===== config.mk =====
export PLATFORM = sky130hd
export DESIGN_NAME = sha_digest_uart_tx
export DESIGN_NICKNAME = d
export VERILOG_FILES = /design/src/rtl/sha_digest_uart_tx.sv
export SDC_FILE = /design/constraint.sdc
export NUM_CORES = 1
export LEC_CHECK = 0
export BUFFER_PORTS_ARGS = -buffer_cell sky130_fd_sc_hd__buf_4
export CAP_MARGIN = 20
export CELL_PAD_IN_SITES_DETAIL_PLACEMENT = 1
export CELL_PAD_IN_SITES_GLOBAL_PLACEMENT = 1
export CORE_MARGIN = 2
export CORE_UTILIZATION = 30
export CTS_CLUSTER_SIZE = 10
export DETAILED_ROUTE_END_ITERATION = 10
export HOLD_SLACK_MARGIN = 0.03
export PLACE_DENSITY_LB_ADDON = 0.1
export REMOVE_ABC_BUFFERS = 1
export SKIP_CTS_REPAIR_TIMING = 1
export SYNTH_ARGS = -nofsm -noshare
export SYNTH_HDL_FRONTEND = slang
export SYNTH_SLANG_ARGS = --single-unit

===== constraint.sdc =====
create_clock -name clk -period 2.1 [get_ports clk]
set_input_delay 0.21 -clock clk [delete_from_list [all_inputs] [get_ports clk]]
set_output_delay 0.21 -clock clk [all_outputs]
set_load 0.01 [all_outputs]

===== src/rtl/sha_digest_uart_tx.sv =====
// SHA-1 digest return path: latches a 160-bit digest and sends it MSB byte first over an 8N1 UART.
// Define DIGEST_HEX_ASCII_EN to send uppercase ASCII hex plus CR/LF instead of 20 raw bytes.
module sha_digest_uart_tx #(
   parameter int CLKS_PER_BIT = 434
) (
   input  logic         clk,
   input  logic         rstn,
   input  logic [159:0] din,
   input  logic         din_vld,
   output logic         busy,
   output logic         done,
   output logic         overrun,
   output logic         uart_tx
);

   localparam int CNT_W = (CLKS_PER_BIT > 1) ? $clog2(CLKS_PER_BIT) : 1;
   localparam logic [CNT_W-1:0] BAUD_LAST = CNT_W'(CLKS_PER_BIT - 1);

`ifdef DIGEST_HEX_ASCII_EN
   localparam logic [5:0] LAST  = 6'd41;
   localparam int         SHIFT = 4;
`else
   localparam logic [5:0] LAST  = 6'd19;
   localparam int         SHIFT = 8;
`endif

   typedef enum logic [1:0] {IDLE, START, DATA, STOP} state_t;

   state_t           state;
   logic [159:0]     sr;
   logic [CNT_W-1:0] baud_cnt;
   logic [2:0]       bit_idx;
   logic [5:0]       byte_idx;
   logic [7:0]       cur_char;
   logic             baud_end;

`ifdef DIGEST_HEX_ASCII_EN
   function automatic logic [7:0] hex_char(input logic [3:0] n);
      if (n < 4'd10) return 8'h30 + {4'h0, n};
      else           return 8'h37 + {4'h0, n};
   endfunction
`endif

   // The character on the wire always comes from the top of the shift register.
   always_comb begin
`ifdef DIGEST_HEX_ASCII_EN
      if (byte_idx == 6'd40)      cur_char = 8'h0D;
      else if (byte_idx == 6'd41) cur_char = 8'h0A;
      else                        cur_char = hex_char(sr[159:156]);
`else
      cur_char = sr[159:152];
`endif
   end

   assign baud_end = (baud_cnt == BAUD_LAST);

   always_ff @(posedge clk or negedge rstn) begin
      if (!rstn) begin
         state    <= IDLE;
         sr       <= '0;
         baud_cnt <= '0;
         bit_idx  <= '0;
         byte_idx <= '0;
         busy     <= 1'b0;
         done     <= 1'b0;
         overrun  <= 1'b0;
         uart_tx  <= 1'b1;
      end else begin
         done    <= 1'b0;
         overrun <= din_vld && busy;
         case (state)
            IDLE: begin
               if (din_vld) begin
                  sr       <= din;
                  byte_idx <= '0;
                  bit_idx  <= '0;
                  baud_cnt <= '0;
                  state    <= START;
                  busy     <= 1'b1;
                  uart_tx  <= 1'b0;
               end
            end
            START: begin
               if (baud_end) begin
                  baud_cnt <= '0;
                  bit_idx  <= '0;
                  state    <= DATA;
                  uart_tx  <= cur_char[0];
               end else begin
                  baud_cnt <= baud_cnt + 1'b1;
               end
            end
            DATA: begin
               if (baud_end) begin
                  baud_cnt <= '0;
                  if (bit_idx == 3'd7) begin
                     state   <= STOP;
                     uart_tx <= 1'b1;
                  end else begin
                     bit_idx <= bit_idx + 3'd1;
                     uart_tx <= cur_char[bit_idx + 3'd1];
                  end
               end else begin
                  baud_cnt <= baud_cnt + 1'b1;
               end
            end
            STOP: begin
               if (baud_end) begin
                  baud_cnt <= '0;
                  if (byte_idx < LAST) begin
                     // Next start bit follows the stop bit with no idle gap.
                     byte_idx <= byte_idx + 6'd1;
                     sr       <= sr << SHIFT;
                     state    <= START;
                     uart_tx  <= 1'b0;
                  end else begin
                     state   <= IDLE;
                     busy    <= 1'b0;
                     done    <= 1'b1;
                     uart_tx <= 1'b1;
                  end
               end else begin
                  baud_cnt <= baud_cnt + 1'b1;
               end
            end
            default: state <= IDLE;
         endcase
      end
   end

endmodule


After elaboration in Yosys (flattened, before gate mapping):

Index checks and enable logic that the tools add are counted.

* bits in registers: 184
* latch bits: 0
* memory bits (writable): 0
* bits in read-only memories: 0
* output and inout port bits: 4
* memories kept: 0

* add/subtract/negate cells: 3
* multipliers: 0
* div/mod/pow operators: 0
* $lt $le $gt $ge: 2
* eq/ne operators: 13
* shift operators: 0
* muxes and demuxes: 38
* bitwise logic cells: 0
* reduce and logical (&&, ||, !) cells: 10

Operators with widths (number)
* $mux 160: 3
* $pmux 160 s2: 1
* $mux 6: 3
* $mux 9: 2
* $pmux 9 s2: 1
* $ne 2x2->1 const B: 8
* $mux 1: 13
* $mux 3: 4
* $pmux 6 s2: 1
* $reduce_and 4->1: 3
* $mux 2: 5
* $reduce_and 5->1: 2
* $add 9x1->9 const B: 1
* $eq 9x9->1 const B: 1
* $pmux 3 s3: 1
* $pmux 2 s4: 1
* $add 6x1->6 const B: 1
* $lt 6x5->1 const B: 1
* $eq 2x2->1 const B: 2
* $lt 3x4->1 const B: 1
* $pmux 1 s4: 1
* $add 3x1->3 const B: 1
* $bmux 1 s3: 1
* $eq 3x3->1 const B: 1
* other kinds (7): 7

Logic depth before layout (Yosys ltp):

Gate-level depths: netlist (run 1).

* depth after elaboration: 6
* mapped depth: 10
* gate-level depth less buffers: 7

Worst setup path after synthesis (run 1):

No wires, ideal clock.

* path type: register to register
* start: register byte_idx[0]
* end: register sr[3]
* setup time: 0.121 ns
* arrival time: 1.965 ns
* data required time: 1.979 ns
* path slack: 0.014 ns
* cell stages (with the launch flop): 10
* cell sequence: dfrtp_1 > ha_1 > o31ai_2 > and3b_2 > a2bb2oi_2 > or2_1 > buf_6 > buf_6 > buf_6 > a22o_1

* longest elaborated chain between the ends: 3

RTL lines
* start: declaration: RTL line 33 `logic [5:0] byte_idx;`
* start signal: assignment: RTL line 112 `byte_idx <= byte_idx + 6'd1;`
* $lt 6x5->1: RTL line 110 `if (byte_idx < LAST) begin`
* $ne 2x2->1 (no line)
* $reduce_and 4->1 (no line)
* end signal: assignment: RTL line 74 `sr <= din;`
* end signal: assignment: RTL line 113 `sr <= sr << SHIFT;`
* end: declaration: RTL line 30 `logic [159:0] sr;`

No other way between the ends.
A chain may end at the register's enable or synchronous reset.

Worst setup path in the final report (run 1):

* start: register byte_idx[1]
* end: register sr[64]

Same word-level chain as after synthesis.

==> results.yml, run 1 <==
status:
  outcome: "complete, no violations"
setup_path:
  r2r_cells: 8
  worst-path-max-fanout: 15
  crit_family: "simple AND/OR/NAND/NOR gates"
  cpPeakStageDelay_ps: 400
  crit_buf_inv: 2
  worstReg2RegStart: "byte_idx[1]"
  cp-startpoint: "byte_idx[1]"
  setup.worst_path.class: "flip-flop to flip-flop"
  path_cells: "ha_2 -> o31ai_2 -> and3b_2 -> a2bb2oi_4 -> or2_4 -> buf_12 -> buf_4 -> o21ai_1"
  startpoint_type: "flip-flop"
  critPathCaptureType: "flip-flop"
  r2r_setup_slack_ps: 20
  rr_endpoint: "sr[64]"
  required_ps: 2450
  arrival_ps: 2430
  crit_path_top_delay_cell: "dfrtp_1"
detailed_routing:
  final_antenna_net_count: 0
  avgViaCountPerCell: 5.037
  wl_mm: 25.98
  route.detailed.drc: 0
  drt_pass1_iterations: 5
  wl_per_cell_um: 18.64
  vias: 7022
  drt_iter0_drc: 368
synth:
  ys_types: 43
  synth_seq_area_share_pct: 52.14
  async_reset_ff_share_pct: 100.0
  ys.warnings.count: 0
  synth_edf_count: 0
  synth_area_leaders: "dfrtp_1, o21ai_0, mux2i_1"
  synth_top_cell_area_share_pct: 51.84
  netlist_instances: 832
  synthFlopType: "dfrtp_1"
  synth.avg_cell_area_sq_um: 10.62
  netlist_area_sq_um: 8833
  yosysTopAreaCell: "dfrtp_1"
  ys_seq_elements: 184
clock_tree:
  cts.sinks: 184
  cts_made_buffers: 17
  clk_pin_slew_ps: 80
  cts_tree: "yes"
  cts-root-buf: "clkbuf_16"
  clk_latency_ps: 440
  h-tree-depth: 4
  cts_buffer_depth: 2
timing:
  finClkSkew_ps: 20.39
  worst_pin_slew_ps: 543.7
  tns_ps: 0
  slew_headroom_pct: 63.76
  final_max_slew_viol_count: 0
  period_share_pct: 98.82
  grt_setup_unrepaired: "yes"
  finalHoldViolCount: 0
  setup_violations: 0
  fin_crit_ps: 2075
  fmax_ghz: 0.4819
placed_design:
  dp_cells: 1347
  gp_congestion: 0.7170
  dp_hpwl_mm: 15.66
  port_buffers: 166
  dpl_cell_area_sq_um: 10680
layout:
  layout-drive-gt1-share_pct: 25.97
  final_cell_count_no_fill: 1394
  postLayoutCellArea_sq_um: 11480
  synthToLayoutAreaGrowth_pct: 29.99
  layout.nets: 1170
  fillers: 3241
floorplan:
  rows: 62
  fp.dieH_um: 175.6
  initial_core_util_pct: 30.61
  io_pins: 167
  dieArea_sq_um: 30830
  die_w_um: 175.6
  fp.coreArea_sq_um: 28860
hold_path:
  worstHoldPathCells: 3
  hp-start: "din[48]"
  hold_class: "input port to flip-flop"
  worst_hold_path.endpoint: "sr[48]"
power:
  power_leakage_nw: 4.540
  powerDensity_nw_per_um2: 651.5
  peakVddDrop_mv: 0.5436
grt:
  grt_pass1_wl_mm: 40.97
  antenna_found_initial: 2
  grtUsageTotal_pct: 16.57
  grt_max_degree: 153
  overflow: 0
  grt_pass1_vias: 7569
run:
  cap_viol_max_count: 0
## cells by family (layout without fill, tap and decap cells)
logic type / count (synthesis) / count (layout) / share of synthesized area, %
XOR/XNOR: 3 / 3 / 0.2975
flip-flops: 184 / 184 / 52.14
buffers and inverters: 78 / 254 / 4.150
multiplexers: 155 / 155 / 17.86
AND/OR/NAND/NOR: 53 / 54 / 3.286
AO/OA/AOI/OAI: 349 / 349 / 20.85
adder cells (fa/ha/maj): 10 / 10 / 1.416
other: 0 / 1 / 0
## worst max-delay path by stage
| stage | end | slack, ps | cells after the start |
|---|---|---|---|
| 6_report | sr[64] | 20 | 8 |
| 2_1_floorplan | byte_idx[4] | -8340 | 4 |
| 3_5_place_dp | sr[64] | -20 | 8 |
| 3_3_place_gp | byte_idx[3] | 70 | 8 |
| 5_1_grt | sr[32] | -50 | 8 |
| 4_1_cts | uart_tx | -100 | 7 |
## cells in the mapped netlist (all sizes together) (3+ instances only)
cell type and n:
ha 10, and3 4, o21ai 321, nand2 11
a21o 3, inv 5, mux2i 152, or2 3
nand3 6, nor4 4, a22o 10, dfrtp 183
o31ai 5, nor2 9, clkbuf 59, nor3 3
buf 14, nor2b 3
## flip-flops by register name, indices dropped and copies added (netlist names)
register,flops
bit_idx,3
byte_idx,6
uart_tx,1
baud_cnt,9
overrun,1
done,1
sr,160
state,2
busy,1
## stage by stage
| stage | hold WS [ps] | total power, W | setup slack (ps) | util [%] |
|---|---|---|---|---|
| final | 39.65 | 0.007481 | 24.77 | 39.79 |
| after global routing | 43.89 | 0.007838 | -46.55 | 39.78 |
| after CTS | -285.2 | 0.007609 | -98.53 | 38.96 |
| after detailed placement | 198.0 | 0.004400 | -23.11 | 37.01 |
| after global placement | 202.6 | 0.004385 | 65.18 | 37.01 |
| after floorplan | -85.59 | 0.004004 | -8342 | - |
## metal layers
metal	global-route usage (%)	wire, um
met3	5.671	1598
met5	0	0
met4	3.099	182
met1	21.93	12090
met2	26.56	12110
## power breakdown
part / switching (W) / total, W / internal, W
combinational: 0.000225 / 0.000552 / 0.000327
clock: 0.00158 / 0.00315 / 0.00157
sequential: 0.0000775 / 0.00377 / 0.00370
## worst min-delay path: stages
cell	delay [ps]
buf_4	70
mux2i_1	50
o21ai_1	100
## layout by cell type, fill, tap and decap left out, drive strengths merged, types with 2 or more instances in the layout
| master | netlist | final |
|---|---|---|
| nand3 | 6 | 6 |
| and3 | 4 | 4 |
| o22ai | 2 | 2 |
| dfrtp | 183 | 183 |
| nor4 | 4 | 4 |
| o31ai | 5 | 5 |
| a22o | 10 | 10 |
| a21o | 3 | 3 |
| nor2 | 9 | 9 |
| nand2 | 11 | 11 |
| ha | 10 | 10 |
| a32o | 2 | 2 |
| mux4 | 2 | 2 |
| a31oi | 2 | 2 |
| buf | 14 | 205 |
| dlygate4sd3 | 0 | 9 |
| inv | 5 | 11 |
| nand2b | 2 | 2 |
| nor2b | 3 | 3 |
| mux2i | 152 | 152 |
| clkbuf | 59 | 21 |
| o21ai | 321 | 321 |
| nor3 | 3 | 3 |
| clkinv | 0 | 7 |
| xor2 | 2 | 2 |
| or2 | 3 | 4 |
## cell type report
class	instances	area [sq um]	area share [%]
inverters	5	18.77	0.1635
diodes	1	2.502	0.02179
well taps	384	480.5	4.184
clock buffers	17	425.4	3.705
multi-input cells	571	3936	34.28
clock inverters	14	137.6	1.199
repair buffers	218	1874	16.32
flip-flops and latches	184	4607	40.12
Note: power is estimated with default switching activity, not from simulation.
==> run 2, diff against run 1 <==
==> constraint.sdc (replaced) <==
create_clock -name clk -period 2.4 [get_ports clk]
set_input_delay 0.12 -clock clk [delete_from_list [all_inputs] [get_ports clk]]
set_output_delay 0.12 -clock clk [all_outputs]
set_load 0.01 [all_outputs]
==> results.yml, run 2 (synthesized netlist as in run 1, its figures left out) <==
floorplan:
  rows: 62
  fp.dieH_um: 175.6
  fp.coreArea_sq_um: 28860
  initial_core_util_pct: 30.61
  io_pins: 167
  die_w_um: 175.6
  dieArea_sq_um: 30830
setup_path:
  crit_buf_inv: 0
  worst-path-stages: 7
  path_cells: "ha_1 -> ha_1 -> mux4_2 -> nor2b_1 -> a2111oi_0 -> nor4_1 -> a21o_1"
  critPathCaptureType: "flip-flop"
  startpoint_type: "flip-flop"
  worst-path-max-fanout: 4
  worstReg2RegStart: "bit_idx[0]"
  cp-startpoint: "bit_idx[0]"
  crit_path_top_delay_cell: "dfrtp_1"
  r2r_cells: 7
  setup.worst_path.class: "flip-flop to flip-flop"
  crit_family: "compound AO/OA/AOI/OAI gates"
  required_ps: 2770
  arrival_ps: 2560
  cpPeakStageDelay_ps: 440
  critPathMostFrequentCell: "ha_1"
timing:
  tns_ps: 0
  finalHoldViolCount: 11
  fin_crit_ps: 2196
  setup_violations: 0
  finClkSkew_ps: 17.20
  worst_pin_slew_ps: 686.6
  fmax_ghz: 0.4553
  period_share_pct: 91.51
  slew_headroom_pct: 54.22
  holdWs_ps: -24.69
  final_max_slew_viol_count: 0
  grt_setup_unrepaired: "no"
grt:
  antenna_found_initial: 1
  overflow: 0
  grt_pass1_wl_mm: 40.01
  grt_pass1_vias: 7237
  grtUsageTotal_pct: 16.33
  grt_max_degree: 94
detailed_routing:
  drt_iter0_drc: 511
  route.detailed.drc: 0
  avgViaCountPerCell: 4.903
  vias: 7364
  final_antenna_net_count: 0
  drt_pass1_iterations: 4
  wl_per_cell_um: 17.11
  wl_mm: 25.71
hold_path:
  worstHoldPathCells: 3
  hold_class: "input port to flip-flop"
  hp-start: "din[60]"
run:
  cap_viol_max_count: 0
placed_design:
  port_buffers: 166
  gp_congestion: 0.7006
  dp_hpwl_mm: 15.66
layout:
  largest_reg_flops: 160
  mostFrequentLayoutCell: "o21ai_0"
  fillers: 3208
  regMostFlops: "sr"
  layout-drive-gt1-share_pct: 20.77
  layout.nets: 1277
  reg_top3: "sr (160), baud_cnt (9), byte_idx (6)"
  synthToLayoutAreaGrowth_pct: 41.46
  layout_common_cells: "o21ai_0, dfrtp_1, buf_4"
clock_tree:
  clk_latency_ps: 440
  cts.sinks: 184
  cts_made_buffers: 17
  cts_tree: "yes"
  cts_buffer_depth: 2
  clk_pin_slew_ps: 80
  h-tree-depth: 4
  cts-root-buf: "clkbuf_16"
power:
  peakVddDrop_mv: 0.3941
  power_leakage_nw: 4.948
  powerDensity_nw_per_um2: 543.9
  p_total_w: 0.006797
status:
  violations: "hold timing"
  outcome: "finished with violations"
-- run 2: cell type report --
| type | instances | area [sq um] | area share (%) |
|---|---|---|---|
| sequential | 184 | 4606 | 36.86 |
| multi-input combinational | 570 | 3900 | 31.21 |
| timing repair buffer | 326 | 2908 | 23.27 |
| tap | 384 | 480.5 | 3.845 |
| clock buffer | 19 | 452.9 | 3.625 |
| clock inverter | 13 | 127.6 | 1.021 |
| inverter | 5 | 18.77 | 0.1502 |
| antenna | 1 | 2.502 | 0.02003 |
-- run 2: metrics by stage --
step	utilization [%]	setup slack (ps)	cells	hold WS, ps	area [sq um]
after CTS	38.40	57.96	1360	-409.2	11080
after global routing	43.30	72.54	1502	31.70	12500
final	43.30	203.9	1502	-24.69	12500
after global placement	36.39	168.1	1328	78.48	10500
after floorplan	-	-8042	759	-175.6	8486
after detailed placement	36.39	82.25	1328	71.55	10500
-- run 2: metal layers --
| metal | GRT usage (%) | part of all wire (%) | vias up |
|---|---|---|---|
| li1 | - | - | 3576 |
| met1 | 23.20 | 49 | 3656 |
| met2 | 25.02 | 47 | 121 |
| met3 | 4.394 | 3.6 | 11 |
| met4 | 3.409 | 0.71 | 0 |
| met5 | 0 | 0 | - |
-- run 2: worst register-to-register path: stages (launching register included) --
cell and delay, ps:
dfrtp_1 440, ha_1 220, ha_1 320, mux4_2 290, nor2b_1 140, a2111oi_0 440, nor4_1 120, a21o_1 170
-- run 2: report_power, final --
group | total (W) | internal [W] | switching, W
Clock | 0.00283 | 0.00144 | 0.00140
Sequential | 0.00330 | 0.00323 | 0.0000668
Combinational | 0.000661 | 0.000423 | 0.000238
-- run 2: path summary, 6_finish.rpt --
check | end | slack (ps)
worst max register to register | uart_tx | 200
worst min register to register | sr[89] | 510
worst min-delay path | sr[60] | -20
worst max-delay path | uart_tx | 200
min in group asynchronous | sr[107] | 150
max in group asynchronous | sr[9] | 1390
